`config.mk`:
```
export PLATFORM = sky130hd
export DESIGN_NAME = game_engine
export DESIGN_NICKNAME = d
export VERILOG_FILES = /design/src/rtl/game_engine.sv
export SDC_FILE = /design/constraint.sdc
export NUM_CORES = 1
export LEC_CHECK = 0
export CAP_MARGIN = 20
export CELL_PAD_IN_SITES_DETAIL_PLACEMENT = 1
export CELL_PAD_IN_SITES_GLOBAL_PLACEMENT = 1
export CORE_ASPECT_RATIO = 0.6
export CORE_MARGIN = 2
export CORE_UTILIZATION = 44
export CTS_CLUSTER_DIAMETER = 120
export DETAILED_ROUTE_END_ITERATION = 7
export PLACE_DENSITY_LB_ADDON = 0.1
export SYNTH_ARGS = -nofsm -noshare
export SYNTH_HDL_FRONTEND = slang
export SYNTH_SLANG_ARGS = --single-unit
```
`constraint.sdc`:
```
create_clock -name clock -period 6.7 [get_ports clock]
set_input_delay 1.34 -clock clock [delete_from_list [all_inputs] [get_ports clock]]
set_output_delay 1.34 -clock clock [all_outputs]
set_load 0.01 [all_outputs]
```
`src/rtl/game_engine.sv`:
```
// Tic-tac-toe style N-in-a-row engine: one neighbour checked per CHECK cycle.
// Optional one-level undo is built when UNDO_EN is defined.
module game_engine #(
    parameter int SIZE    = 3,
    parameter int WIN_LEN = 3,
    parameter int IDX_W   = 3
) (
    input  logic                    clock,
    input  logic                    reset,
    input  logic                    new_game,
    input  logic                    move_valid,
    input  logic [IDX_W-1:0]        move_row,
    input  logic [IDX_W-1:0]        move_col,
    output logic                    move_ready,
    input  logic                    undo,
    output logic [2*SIZE*SIZE-1:0]  board,
    output logic                    turn,
    output logic [1:0]              status,
    output logic                    move_done,
    output logic                    move_err
);

    localparam int NC = SIZE * SIZE;
    localparam int CW = $clog2(NC);
    localparam int NW = $clog2(NC + 1);
    localparam logic [IDX_W:0]  SZ   = (IDX_W + 1)'(SIZE);
    localparam logic [3:0]      WL   = 4'(WIN_LEN);
    localparam logic [NW-1:0]   FULL = NW'(NC);
    localparam logic [IDX_W:0]  ONE  = (IDX_W + 1)'(1);

    typedef enum logic [1:0] {IDLE, PLACE, CHECK, DONE} state_t;

    state_t                  state_q, state_d;
    logic [NC-1:0][1:0]      board_q, board_d;
    logic                    turn_q, turn_d;
    logic [1:0]              status_q, status_d;
    logic [NW-1:0]           cnt_q, cnt_d;
    logic [IDX_W-1:0]        row_q, row_d, col_q, col_d;
    logic [IDX_W-1:0]        pr_q, pr_d, pc_q, pc_d;
    logic [1:0]              dir_q, dir_d;
    logic                    side_q, side_d;
    logic [3:0]              step_q, step_d, run_q, run_d;
    logic                    done_q, done_d, err_q, err_d;

    logic [1:0]              mark;
    logic [IDX_W:0]          dr, dc, nr, nc;
    logic                    inb, hit, acc, legal, undo_acc, side_end;

    function automatic logic [CW-1:0] idx(input logic [IDX_W-1:0] r,
                                          input logic [IDX_W-1:0] c);
        return CW'(r) * CW'(SIZE) + CW'(c);
    endfunction

`ifdef UNDO_EN
    logic [CW-1:0] urec_q, urec_d;
    logic          uval_q, uval_d;
    assign undo_acc = undo && uval_q && !new_game &&
                      (state_q == IDLE || state_q == DONE);
`else
    logic unused_undo;
    assign unused_undo = undo;
    assign undo_acc    = 1'b0;
`endif

    assign mark       = turn_q ? 2'b10 : 2'b01;
    assign move_ready = (state_q == IDLE) && !undo_acc;
    assign acc        = move_valid && move_ready;
    assign legal      = ({1'b0, move_row} < SZ) && ({1'b0, move_col} < SZ) &&
                        (board_q[idx(move_row, move_col)] == 2'b00);

    // Step vector for the current direction; the negative side mirrors it.
    always_comb begin
        dr = '0;
        dc = '0;
        unique case (dir_q)
            2'd0:    dc = ONE;
            2'd1:    dr = ONE;
            2'd2:    begin dr = ONE; dc = ONE; end
            default: begin dr = ONE; dc = '1;  end
        endcase
        if (side_q) begin
            dr = -dr;
            dc = -dc;
        end
    end

    assign nr  = {1'b0, pr_q} + dr;
    assign nc  = {1'b0, pc_q} + dc;
    assign inb = !nr[IDX_W] && (nr < SZ) && !nc[IDX_W] && (nc < SZ);
    assign hit = inb &&
                 (board_q[idx(nr[IDX_W-1:0], nc[IDX_W-1:0])] == mark);

    always_comb begin
        state_d  = state_q;
        board_d  = board_q;
        turn_d   = turn_q;
        status_d = status_q;
        cnt_d    = cnt_q;
        row_d    = row_q;
        col_d    = col_q;
        pr_d     = pr_q;
        pc_d     = pc_q;
        dir_d    = dir_q;
        side_d   = side_q;
        step_d   = step_q;
        run_d    = run_q;
        done_d   = 1'b0;
        err_d    = 1'b0;
        side_end = 1'b0;
`ifdef UNDO_EN
        urec_d   = urec_q;
        uval_d   = uval_q;
`endif
        if (new_game) begin
            state_d  = IDLE;
            board_d  = '0;
            turn_d   = 1'b0;
            status_d = 2'b00;
            cnt_d    = '0;
            run_d    = 4'd1;
`ifdef UNDO_EN
            uval_d   = 1'b0;
        end else if (undo_acc) begin
            board_d[urec_q] = 2'b00;
            turn_d   = ~turn_q;
            cnt_d    = cnt_q - 1'b1;
            status_d = 2'b00;
            uval_d   = 1'b0;
            state_d  = IDLE;
`endif
        end else begin
            unique case (state_q)
                IDLE: if (acc) begin
                    if (legal) begin
                        row_d   = move_row;
                        col_d   = move_col;
                        state_d = PLACE;
                    end else begin
                        err_d = 1'b1;
                    end
                end
                PLACE: begin
                    board_d[idx(row_q, col_q)] = mark;
                    cnt_d   = cnt_q + 1'b1;
                    dir_d   = 2'd0;
                    side_d  = 1'b0;
                    step_d  = 4'd0;
                    run_d   = 4'd1;
                    pr_d    = row_q;
                    pc_d    = col_q;
                    state_d = CHECK;
`ifdef UNDO_EN
                    urec_d  = idx(row_q, col_q);
                    uval_d  = 1'b1;
`endif
                end
                CHECK: begin
                    if (hit) begin
                        if (run_q + 4'd1 >= WL) begin
                            status_d = mark;
                            state_d  = DONE;
                            done_d   = 1'b1;
                        end else begin
                            run_d    = run_q + 4'd1;
                            step_d   = step_q + 4'd1;
                            pr_d     = nr[IDX_W-1:0];
                            pc_d     = nc[IDX_W-1:0];
                            side_end = (step_q + 4'd1 == WL - 4'd1);
                        end
                    end else begin
                        side_end = 1'b1;
                    end
                    // Restart from the placed cell for the next side/direction.
                    if (side_end) begin
                        step_d = 4'd0;
                        pr_d   = row_q;
                        pc_d   = col_q;
                        if (!side_q) begin
                            side_d = 1'b1;
                        end else begin
                            side_d = 1'b0;
                            run_d  = 4'd1;
                            dir_d  = dir_q + 2'd1;
                            if (dir_q == 2'd3) begin
                                done_d = 1'b1;
                                if (cnt_q == FULL) begin
                                    status_d = 2'b11;
                                    state_d  = DONE;
                                end else begin
                                    turn_d  = ~turn_q;
                                    state_d = IDLE;
                                end
                            end
                        end
                    end
                end
                DONE: ;
            endcase
        end
    end

    always_ff @(posedge clock) begin
        if (reset) begin
            state_q  <= IDLE;
            board_q  <= '0;
            turn_q   <= 1'b0;
            status_q <= 2'b00;
            cnt_q    <= '0;
            row_q    <= '0;
            col_q    <= '0;
            pr_q     <= '0;
            pc_q     <= '0;
            dir_q    <= 2'd0;
            side_q   <= 1'b0;
            step_q   <= 4'd0;
            run_q    <= 4'd1;
            done_q   <= 1'b0;
            err_q    <= 1'b0;
`ifdef UNDO_EN
            urec_q   <= '0;
            uval_q   <= 1'b0;
`endif
        end else begin
            state_q  <= state_d;
            board_q  <= board_d;
            turn_q   <= turn_d;
            status_q <= status_d;
            cnt_q    <= cnt_d;
            row_q    <= row_d;
            col_q    <= col_d;
            pr_q     <= pr_d;
            pc_q     <= pc_d;
            dir_q    <= dir_d;
            side_q   <= side_d;
            step_q   <= step_d;
            run_q    <= run_d;
            done_q   <= done_d;
            err_q    <= err_d;
`ifdef UNDO_EN
            urec_q   <= urec_d;
            uval_q   <= uval_d;
`endif
        end
    end

    assign board     = board_q;
    assign turn      = turn_q;
    assign status    = status_q;
    assign move_done = done_q;
    assign move_err  = err_q;

endmodule

```
# [Word level (Yosys, flattened, before mapping)]
# Cells that the tools add are included.
[totals] input_bits=11 latch_bits=0 memories=0 output_inout_bits=24 rom_bits=0 register_bits=52 ram_bits=0 word_cells=151
[classes] n_reduce_logical=25 shifts=0 div=0 mul=3 bitwise=6 n_eq_ne=14 muxes=60 magnitude_cmp=9 addsub=11
[ops] operator="$mux W2" count=20
[ops] operator="$mux W4" count=9
[ops] operator="$pmux W4 S2" count=3
[ops] operator="$bwmux W18" count=1
[ops] operator="$mux W3" count=6
[ops] operator="$bmux W2 S4" count=2
[ops] operator="$lt A4 B5 Y1 const B" count=3
[ops] operator="$mux W1" count=13
[ops] operator="$add A4 B1 Y4 const B" count=3
[ops] operator="$add A4 B3 Y4" count=3
[ops] operator="$mul A3 B2 Y4 const B" count=3
[ops] operator="$pmux W3 S2" count=2
[ops] operator="$reduce_and A4 Y1" count=3
[ops] operator="$add A3 B4 Y4" count=2
[ops] operator="$demux W2 S4" count=1
[ops] operator="$logic_and A1 B1 Y1" count=8
[ops] operator="$lt A4 B2 Y1 const B" count=2
[ops] operator="$neg A4 Y4" count=2
[ops] operator="$eq A2 B2 Y1 const B" count=3
[ops] operator="$logic_not A2 Y1" count=3
[ops] operator="$lt A3 B2 Y1 const B" count=2
[ops] operator="$ne A3 B3 Y1 const B" count=2
[ops] operator="$not A1 Y1" count=6
[ops] operator="$pmux W2 S3" count=1
[ops] operator="19 further kinds" count=25

# [Longest topological paths before layout]
# Gate-level depths: netlist of run 1.
[depth] depth_word=16 mapped_depth=21 ltp_nobuf=19

# [Least setup slack after synthesis of run 1]
# OpenSTA, ideal clock, no wires.
[synth_path] kind="register -> register" from="reg dir_q[0]" to="reg pr_q[1]" slack_ns=1.550 setup_time_ns=0.079 arrival_ns=5.071 required_ns=6.621 path_stages_with_launch=21 synth_period_minus_slack_ns=5.150 path_buffers=2 path_cell_list="dfxtp_1 -> ha_1 -> inv_1 -> ha_1 -> a21oi_1 -> fa_1 -> inv_1 -> fa_1 -> inv_1 -> ha_1 -> inv_1 -> fa_1 -> mux4_1 -> mux2_2 -> and3_4 -> or3_1 -> buf_4 -> a311oi_4 -> buf_6 -> nor2_2 -> a211oi_2"
[synth_via] elab_chain_len=16 elab_cells_between_ends=35 cone_classes="5 x add/sub; 1 x mul; 2 x order compare; 5 x eq/ne; 13 x mux; 9 x reduce/logical"
[synth_lines] element="from (decl)" line="40" rtl="logic [1:0] dir_q, dir_d;"
[synth_lines] element="from (signal assigned)" line="233" rtl="dir_q <= dir_d;"
[synth_lines] element="$logic_not A2 Y1 or $eq A2 B2 Y1 (tied branches)" line="75" rtl="unique case (dir_q)"
[synth_lines] element="$mux W1 or $reduce_or A2 Y1 (tied branches)"
[synth_lines] element="$neg A4 Y4 or $pmux W4 S2 (tied branches)" line="82, 75"
[synth_lines] element="$mux W4 or $neg A4 Y4 (tied branches)" line="81, 83"
[synth_lines] element="$add A3 B4 Y4 or $mux W4 (tied branches)" line="87, 81"
[synth_lines] element="$mul A3 B2 Y4 or $add A3 B4 Y4 (tied branches)" line="51, 88"
[synth_lines] element="$add A4 B3 Y4" line="51" rtl="return CW'(r) * CW'(SIZE) + CW'(c);"
[synth_lines] element="$bmux W2 S4" line="91" rtl="(board_q[idx(nr[IDX_W-1:0], nc[IDX_W-1:0])] == mark);"
[synth_lines] element="$mux W2 (implied by the code)" line="91"
[synth_lines] element="$eq A2 B2 Y1" line="91"
[synth_lines] element="$logic_and A1 B1 Y1" line="90" rtl="assign hit = inb &&"
[synth_lines] element="$mux W1" line="158" rtl="if (hit) begin"
[synth_lines] element="$mux W1" line="132" rtl="unique case (state_q)"
[synth_lines] element="$mux W1" line="114" rtl="if (new_game) begin"
[synth_lines] element="$ne A3 B3 Y1 (no line) or $mux W3 (tied branches)"
[synth_lines] element="$reduce_and A4 Y1 (no line) or $pmux W3 S2 (tied branches)"
[synth_lines] element="to (signal assigned)" line="231" rtl="pr_q <= pr_d;"
[synth_lines] element="to (decl)" line="39" rtl="logic [IDX_W-1:0] pr_q, pr_d, pc_q, pc_d;"
# Parallel ways exist; a longest one is shown, timed or not. The select of a mux whose other input is x is not followed.
# A chain may end at the register's enable or synchronous reset.

# [Worst setup path in the final report of run 1]
[layout_path] from="reg dir_q[0]" to="reg side_q"
[layout_via] elab_chain_len=16 elab_cells_between_ends=30 cone_classes="5 x add/sub; 1 x mul; 2 x order compare; 4 x eq/ne; 9 x mux; 9 x reduce/logical"
[layout_lines] element="$logic_not A2 Y1 or $eq A2 B2 Y1 (tied branches)" line="75"
[layout_lines] element="$mux W1 or $reduce_or A2 Y1 (tied branches)"
[layout_lines] element="$neg A4 Y4 or $pmux W4 S2 (tied branches)" line="82, 75"
[layout_lines] element="$mux W4 or $neg A4 Y4 (tied branches)" line="81, 83"
[layout_lines] element="$add A3 B4 Y4 or $mux W4 (tied branches)" line="87, 81"
[layout_lines] element="$mul A3 B2 Y4 or $add A3 B4 Y4 (tied branches)" line="51, 88"
[layout_lines] element="$add A4 B3 Y4" line="51"
[layout_lines] element="$bmux W2 S4" line="91"
[layout_lines] element="$mux W2 (implied by the code)" line="91"
[layout_lines] element="$eq A2 B2 Y1" line="91"
[layout_lines] element="$logic_and A1 B1 Y1 *" line="90"
[layout_lines] element="$mux W1 *" line="158"
[layout_lines] element="$mux W1 *" line="132"
[layout_lines] element="$mux W1 *" line="114"
[layout_lines] element="$ne A2 B2 Y1 (no line) *"
[layout_lines] element="$reduce_and A3 Y1 (no line) *"
[layout_lines] element="to (signal assigned)" line="234" rtl="side_q <= side_d;"
[layout_lines] element="to (decl)" line="41" rtl="logic side_q, side_d;"
# Every way passes the cells marked *; elsewhere a longest branch is shown, timed or not. The select of a mux whose other input is x is not followed.

==> metrics.csv, run 1 <==
stage;metric;value;unit
run_status;status;completed;
layout;finalInstanceArea;4100;sq um
sta;finalSetupTns;0;ns
layout;postLayoutCoreUtil;52.7;%
worst_setup_path;path_cells;ha_1 > inv_1 > ha_1 > a21oi_1 > fa_1 > inv_1 > fa_1 > inv_1 > ha_1 > inv_1 > fa_1 > mux4_1 > mux2_2 > and3_4 > or3_1 > and2_1 > or3_1 > a21oi_1;
power_and_ir_drop;power_frac_clock;49.2;%
clock_tree;cts_tree;built;
global_routing;grt_use_met2;38.3;%
power_and_ir_drop;powerDensity;185;nW/um^2
yosys;ys_seq_area_share;29.7;%
yosys;syn_nets;437;
global_routing;busiest_layer;met2;
route;firstDrtPassIters;4;
clock_tree;cts_resized;0;
die;io_pins;35;
worst_setup_path;arrival;6.10;ns
layout;fin_nets;458;
yosys;ys_warn_count;0;
global_routing;antenna_found_initial;0;
power_and_ir_drop;p_sw;0.165;mW
layout;num_antenna_cells;0;
global_routing;grt_max_degree;31;
route;wl_per_cell;18.6;microns
sta;maxSlewHeadroom;36.6;%
sta;setup_viol;0;
sta;clock_skew;0.00556;ns
route;drt_iter0_markers;117;
yosys;syn_inst;386;
yosys;syn_avg_cell_area;9.08;sq um
die;die_area;8720;sq um
sta;fin_hold_ws;0.499;ns
route;wl;9600;microns
global_routing;grt_pass1_vias;3101;
sta;report.final.slew_viol_count;0;
clock_tree;cts.sinks;52;
global_routing;grtUsageTotal;23.4;%
clock_tree;cts_buffer_depth;2;
yosys;synth_area;3500;sq um
power_and_ir_drop;p_leak;1.54;nW
sta;tightest_slew;0.949;ns
worst_setup_path;worst-path-max-fanout;11;
global_routing;globalRouteOverflowTotal;0;
worst_setup_path;cp_data_required_time;6.93;ns
run;drv_cap;0;
clock_tree;post_cts_buffers;0;
clock_tree;clk_latency;0.30;ns
min_path;hold_path_class;reg2reg;
worst_setup_path;crit_slowest_cell;fa_1;
clock_tree;root_buffer;clkbuf_16;
die;die_h;73.1;microns
sta;fmax;170;MHz
worst_setup_path;crit_top_cell;inv_1;
global_routing;met3_usage;4.92;%
clock_tree;cts-hold-fix-buffers;0;
layout;syn_to_final_growth;17.1;%
power_and_ir_drop;irDropWorstVdd;0.0000998;V
power_and_ir_drop;p_seq_share;41.2;%
yosys;synth-edff-count;0;
power_and_ir_drop;internal-power;0.594;mW
placement;gp_congestion;0.797;
yosys;synth_flop_cell;dfxtp_1;
yosys;ys_ff_latch;52;
placement;portBuffers;33;
die;rows;25;
sta;fin_crit_sh;87.5;%
die;start_util;45.0;%
die;die-width;119;microns
worst_setup_path;end_kind;flip-flop;
layout;final_common_cell;dfxtp_1;
clock_tree;cts_inserted_buffers;5;
sta;final-hold-violation-count;0;
global_routing;grt_pass1_wl;15900;microns
layout;final_cell_mix;dfxtp_1, nor2_1, clkdlybuf4s50_1, a21oi_1, ha_1;
power_and_ir_drop;p_comb_share;9.7;%
global_routing;grtUsageMet1;31.7;%
worst_setup_path;ff2ff_setup_slack;0.83;ns
sta;layout_min_cycle_time;5.87;ns
route;drc;0;
placement;place_area;3890;sq um
clock_tree;cts_max_level;2;
placement;post-dp-hpwl;7230;microns
clock_tree;cts.clk_slew.worst_paths;0.07;ns
worst_setup_path;worstSetupPathType;reg2reg;
yosys;yosysUniqueCellTypes;61;
route;ant_nets;0;
power_and_ir_drop;p_sw_share;21.8;%
worst_setup_path;startpoint_type;flip-flop;
sta;rsz0062_at_grt;false;
layout;layout-drive-gt1-share;7.60;%
worst_setup_path;cpPeakStageDelay;0.63;ns
route;vias;2969;
die;core;7790;sq um
yosys;ys_async_sr_fraction;0;%
route;routed_via_density;5.75;
## kinds of logic after synthesis
kind of cell,share of synthesized area [%]
and+or+nand+nor,20.5
AOI/OAI and AO/OA,16.5
DFF,29.7
buffers and inverters,5.46
adders and majority gates,16.6
muxes,7.68
xor gates and xnor gates,3.50
## power groups by stage
stage / logic, mW / clock network, mW / registers (mW)
floorplan: 0.0499 / 0 / 0.319
global placement: 0.0702 / 0 / 0.320
detailed placement: 0.0724 / 0 / 0.320
CTS: 0.0732 / 0.380 / 0.313
global route: 0.0800 / 0.394 / 0.313
finish: 0.0734 / 0.373 / 0.313
## Yosys cell counts, drive strengths merged (3+ instances only)
cell type | number | area [sq um]
xnor2 | 9 | 78.8
nand3b | 7 | 52.6
or3 | 5 | 31.3
nor2b | 5 | 31.3
dfxtp | 52 | 1040
nand2 | 16 | 60.1
a211oi | 10 | 90.1
fa | 11 | 220
mux2i | 13 | 130
clkbuf | 15 | 56.3
a21oi | 31 | 159
mux4 | 5 | 116
inv | 25 | 93.8
and3 | 3 | 23.8
buf | 6 | 41.3
a311oi | 5 | 61.3
o21ai | 6 | 30.0
ha | 29 | 363
xor2 | 5 | 43.8
and2 | 10 | 62.6
a31oi | 5 | 46.3
a2111oi | 3 | 27.5
nand2b | 9 | 56.3
nor3 | 16 | 80.1
nor2 | 38 | 148
nand3 | 11 | 60.1
## sequential cells by signal, summed over array words and instances, names as in the netlist
signal,count
turn,1
row_q,3
run_q,4
pc_q,3
step_q,4
status,2
side_q,1
cnt_q,4
dir_q,2
pr_q,3
move_done,1
board,18
move_err,1
state_q,2
col_q,3
## through the flow
step | worst slack (ns) | power [mW] | instances
6_report | 0.834 | 0.759 | 516
5_1_grt | 0.548 | 0.786 | 516
4_1_cts | 0.830 | 0.766 | 516
3_5_place_dp | 0.911 | 0.392 | 508
3_3_place_gp | 1.05 | 0.390 | 508
2_1_floorplan | 1.55 | 0.369 | 386
## layout make-up
| cell class | instances | area, sq um |
|---|---|---|
| multi-input combinational | 288 | 2270 |
| tap | 108 | 135 |
| timing repair buffer | 35 | 345 |
| clock buffer | 5 | 125 |
| clock inverter | 3 | 90.1 |
| sequential | 52 | 1040 |
| fill | 877 | 3690 |
| inverter | 25 | 93.8 |
## metal layers
metal / vias up / wire length [microns]
met5: - / 0
met4: 0 / 113
met3: 12 / 467
met2: 60 / 4370
met1: 1484 / 4660
li1: 1413 / -
## critical path, delay by kind of cell (launching register included)
kind                       cells  cell delay [ns]
and+or+nand+nor                4             1.51
buffers and inverters          4             0.31
DFF                            1             0.45
muxes                          2             0.88
AOI/OAI and AO/OA              2             0.47
adders and majority gates      6             2.19
## final timing paths
check | from | endpoint | cells past startpoint
worst max-delay path | dir_q[0] | side_q | 18
worst min-delay path | run_q[2] | run_q[2] | 1
worst max register to register | dir_q[0] | side_q | 18
worst min register to register | run_q[2] | run_q[2] | 1
No activity file was read; power rests on OpenSTA's default activity.
==> run 2: changes to the inputs <==
- CTS_CLUSTER_SIZE: not set -> 8
- SLEW_MARGIN: not set -> 20
==> results of run 2 <==
Same layout as run 1: the final DEF is identical, and so are final timing and power.
==> run 3: changes to the inputs <==
- PLACE_DENSITY: not set -> 0.77
- PLACE_DENSITY_LB_ADDON: 0.1 -> not set
==> run 3 against run 2 <==
Net effect:
- register-to-register slack worse by 0.16 ns
- clock-buffer cell count unchanged
- setup slack worse by 0.16 ns
- largest power group unchanged
==> metrics.csv, run 3 (same netlist as run 1, synthesis figures left out) <==
stage;metric;value;unit;change
sta;finalSetupTns;0;ns;unchanged
min_path;worstHoldPathCells;1;;unchanged
die;rows;25;;unchanged
layout;final_cell_mix;dfxtp_1, nor2_1, clkdlybuf4s50_1, a21oi_1, ha_1;;unchanged
clock_tree;cts_buffer_depth;2;;unchanged
placement;post-dp-hpwl;7070;microns;was 7230 microns
layout;stdcell_count;515;;was 516
sta;fin_crit_sh;90.0;%;was 87.5%
layout;final_common_cell;dfxtp_1;;unchanged
global_routing;globalRouteOverflowTotal;0;;unchanged
power_and_ir_drop;irDropWorstVdd;0.0000943;V;was 0.0000998 V
worst_setup_path;path_cells;ha_1 > inv_1 > ha_1 > a21oi_1 > fa_1 > inv_1 > fa_1 > inv_1 > ha_1 > inv_1 > fa_1 > mux4_1 > mux2_2 > and3_4 > or3_1 > a311oi_4 > nor2_1 > a211oi_1;;was ha_1 > inv_1 > ha_1 > a21oi_1 > fa_1 > inv_1 > fa_1 > inv_1 > ha_1 > inv_1 > fa_1 > mux4_1 > mux2_2 > and3_4 > or3_1 > and2_1 > or3_1 > a21oi_1
worst_setup_path;r2r-start;dir_q[0];;unchanged
global_routing;grt_pass1_vias;2950;;was 3101
placement;place_area;3880;sq um;was 3890 sq um
die;core;7790;sq um;unchanged
worst_setup_path;ff2ff_setup_slack;0.67;ns;was 0.83 ns
run_status;status;completed;;unchanged
clock_tree;root_buffer;clkbuf_16;;unchanged
power_and_ir_drop;powerDensity;185;nW/um^2;about the same
die;die-width;119;microns;unchanged
power_and_ir_drop;p_sw;0.163;mW;was 0.165 mW
die;start_util;45.0;%;unchanged
power_and_ir_drop;internal-power;0.593;mW;was 0.594 mW
route;drt_iter0_markers;212;;was 117
power_and_ir_drop;p_seq_share;41.3;%;was 41.2%
die;io_pins;35;;unchanged
sta;final-hold-violation-count;0;;unchanged
clock_tree;cts_max_level;2;;unchanged
power_and_ir_drop;p_leak;1.53;nW;was 1.54 nW
layout;num-fill-cells;891;;was 877
sta;report.final.slew_viol_count;0;;unchanged
global_routing;grtUsageTotal;22.8;%;was 23.4%
power_and_ir_drop;p_sw_share;21.6;%;was 21.8%
worst_setup_path;worst-path-max-fanout;18;;was 11
sta;rsz0062_at_grt;false;;unchanged
worst_setup_path;r2r_cells;18;;unchanged
placement;gp_congestion;0.825;;was 0.797
worst_setup_path;crit_slowest_cell;a311oi_4;;was fa_1
worst_setup_path;end_kind;flip-flop;;unchanged
sta;tightest_slew;0.949;ns;about the same
clock_tree;cts-hold-fix-buffers;0;;unchanged
sta;setup_viol;0;;unchanged
sta;layout_setup_ws;0.670;ns;was 0.834 ns
sta;maxSlewHeadroom;36.6;%;about the same
clock_tree;cts.clk_slew.worst_paths;0.06;ns;was 0.07 ns
layout;num_antenna_cells;0;;unchanged
route;ant_nets;0;;unchanged
clock_tree;clk_latency;0.30;ns;about the same
sta;clock_skew;0.00966;ns;was 0.00556 ns
worst_setup_path;r2r-end;pc_q[0];;was side_q
worst_setup_path;crit_top_cell;inv_1;;unchanged
worst_setup_path;cpPeakStageDelay;0.79;ns;was 0.63 ns
layout;syn_to_final_growth;16.9;%;was 17.1%
power_and_ir_drop;p_comb_share;9.7;%;about the same
route;vias;2948;;was 2969
worst_setup_path;startpoint_type;flip-flop;;unchanged
global_routing;grt_max_degree;31;;unchanged
clock_tree;cts_inserted_buffers;5;;unchanged
worst_setup_path;worstSetupPathType;reg2reg;;unchanged
layout;fin_nets;457;;was 458
clock_tree;cts_tree;built;;unchanged
layout;finalInstanceArea;4090;sq um;was 4100 sq um
die;die_area;8720;sq um;unchanged
placement;place_ws;0.702;ns;was 0.911 ns
die;die_h;73.1;microns;unchanged
route;routed_via_density;5.72;;was 5.75
worst_setup_path;arrival;6.24;ns;was 6.10 ns
placement;place_inst;507;;was 508
global_routing;grt_pass1_wl;15400;microns;was 15900 microns
run;drv_cap;0;;unchanged
layout;largest_register_ffs;18;;unchanged
route;wl_per_cell;18.3;microns;was 18.6 microns
sta;fmax;166;MHz;was 170 MHz
global_routing;antenna_found_initial;0;;unchanged
route;wl;9400;microns;was 9600 microns
min_path;hold_path_class;reg2reg;;unchanged
min_path;min_delay_worst_endpoint;run_q[2];;unchanged
clock_tree;post_cts_buffers;0;;unchanged
route;firstDrtPassIters;4;;unchanged
min_path;min_from;run_q[2];;unchanged
worst_setup_path;cp_data_required_time;6.91;ns;was 6.93 ns
layout;layout-drive-gt1-share;7.37;%;was 7.60%
clock_tree;cts.sinks;52;;unchanged
sta;layout_min_cycle_time;6.03;ns;was 5.87 ns
placement;portBuffers;33;;unchanged
power_and_ir_drop;power_frac_clock;49.0;%;was 49.2%
clock_tree;cts_resized;0;;unchanged
route;drc;0;;unchanged
[run 3: power by group through the flow]
| stage | clock network, mW | logic [mW] | registers [mW] |
|---|---|---|---|
| after detailed placement | 0 | 0.0727 | 0.320 |
| after global routing | 0.392 | 0.0807 | 0.313 |
| after CTS | 0.378 | 0.0737 | 0.313 |
| final | 0.370 | 0.0736 | 0.313 |
| after floorplan | 0 | 0.0499 | 0.319 |
| after global placement | 0 | 0.0700 | 0.320 |
[run 3: worst max path at each step]
| stage | cells after the start | end | start |
|---|---|---|---|
| final | 18 | pc_q[0] | dir_q[0] |
| after global routing | 18 | pc_q[1] | dir_q[0] |
| after CTS | 18 | step_q[2] | dir_q[0] |
| after detailed placement | 18 | pc_q[0] | dir_q[0] |
| after global placement | 19 | step_q[3] | dir_q[1] |
| after floorplan | 20 | pr_q[1] | dir_q[0] |
[run 3: critical path: cells and delay by family, from the launching register on]
family | cells | cell delay [ns]
fa+ha+maj | 6 | 2.19
compound gates | 3 | 1.32
mux | 2 | 0.90
simple gates | 3 | 0.80
flops | 1 | 0.44
buf+inv | 4 | 0.29
[run 3: area by class of cell]
cell class | instances | area (sq um) | share of cell area [%]
Multi-Input combinational cell | 288 | 2270 | 55.5
Sequential cell | 52 | 1040 | 25.4
Inverter | 25 | 93.8 | 2.29
Tap cell | 108 | 135 | 3.30
Clock buffer | 5 | 125 | 3.06
Clock inverter | 3 | 90.1 | 2.20
Timing Repair Buffer | 34 | 338 | 8.25
[run 3: metal layers]
layer	global-route usage (%)	part of all wire, %
met4	5.29	0.86
met2	35.8	44
met5	0	0
met3	5.55	6.0
met1	32.0	49
[run 3: per-stage QoR]
step	hold WS (ns)	total power [mW]	util, %
after detailed placement	0.473	0.392	49.8
final	0.494	0.757	52.6
after global placement	0.477	0.390	49.8
after CTS	0.498	0.765	52.6
after global routing	0.532	0.786	52.6
after floorplan	0.450	0.369	-
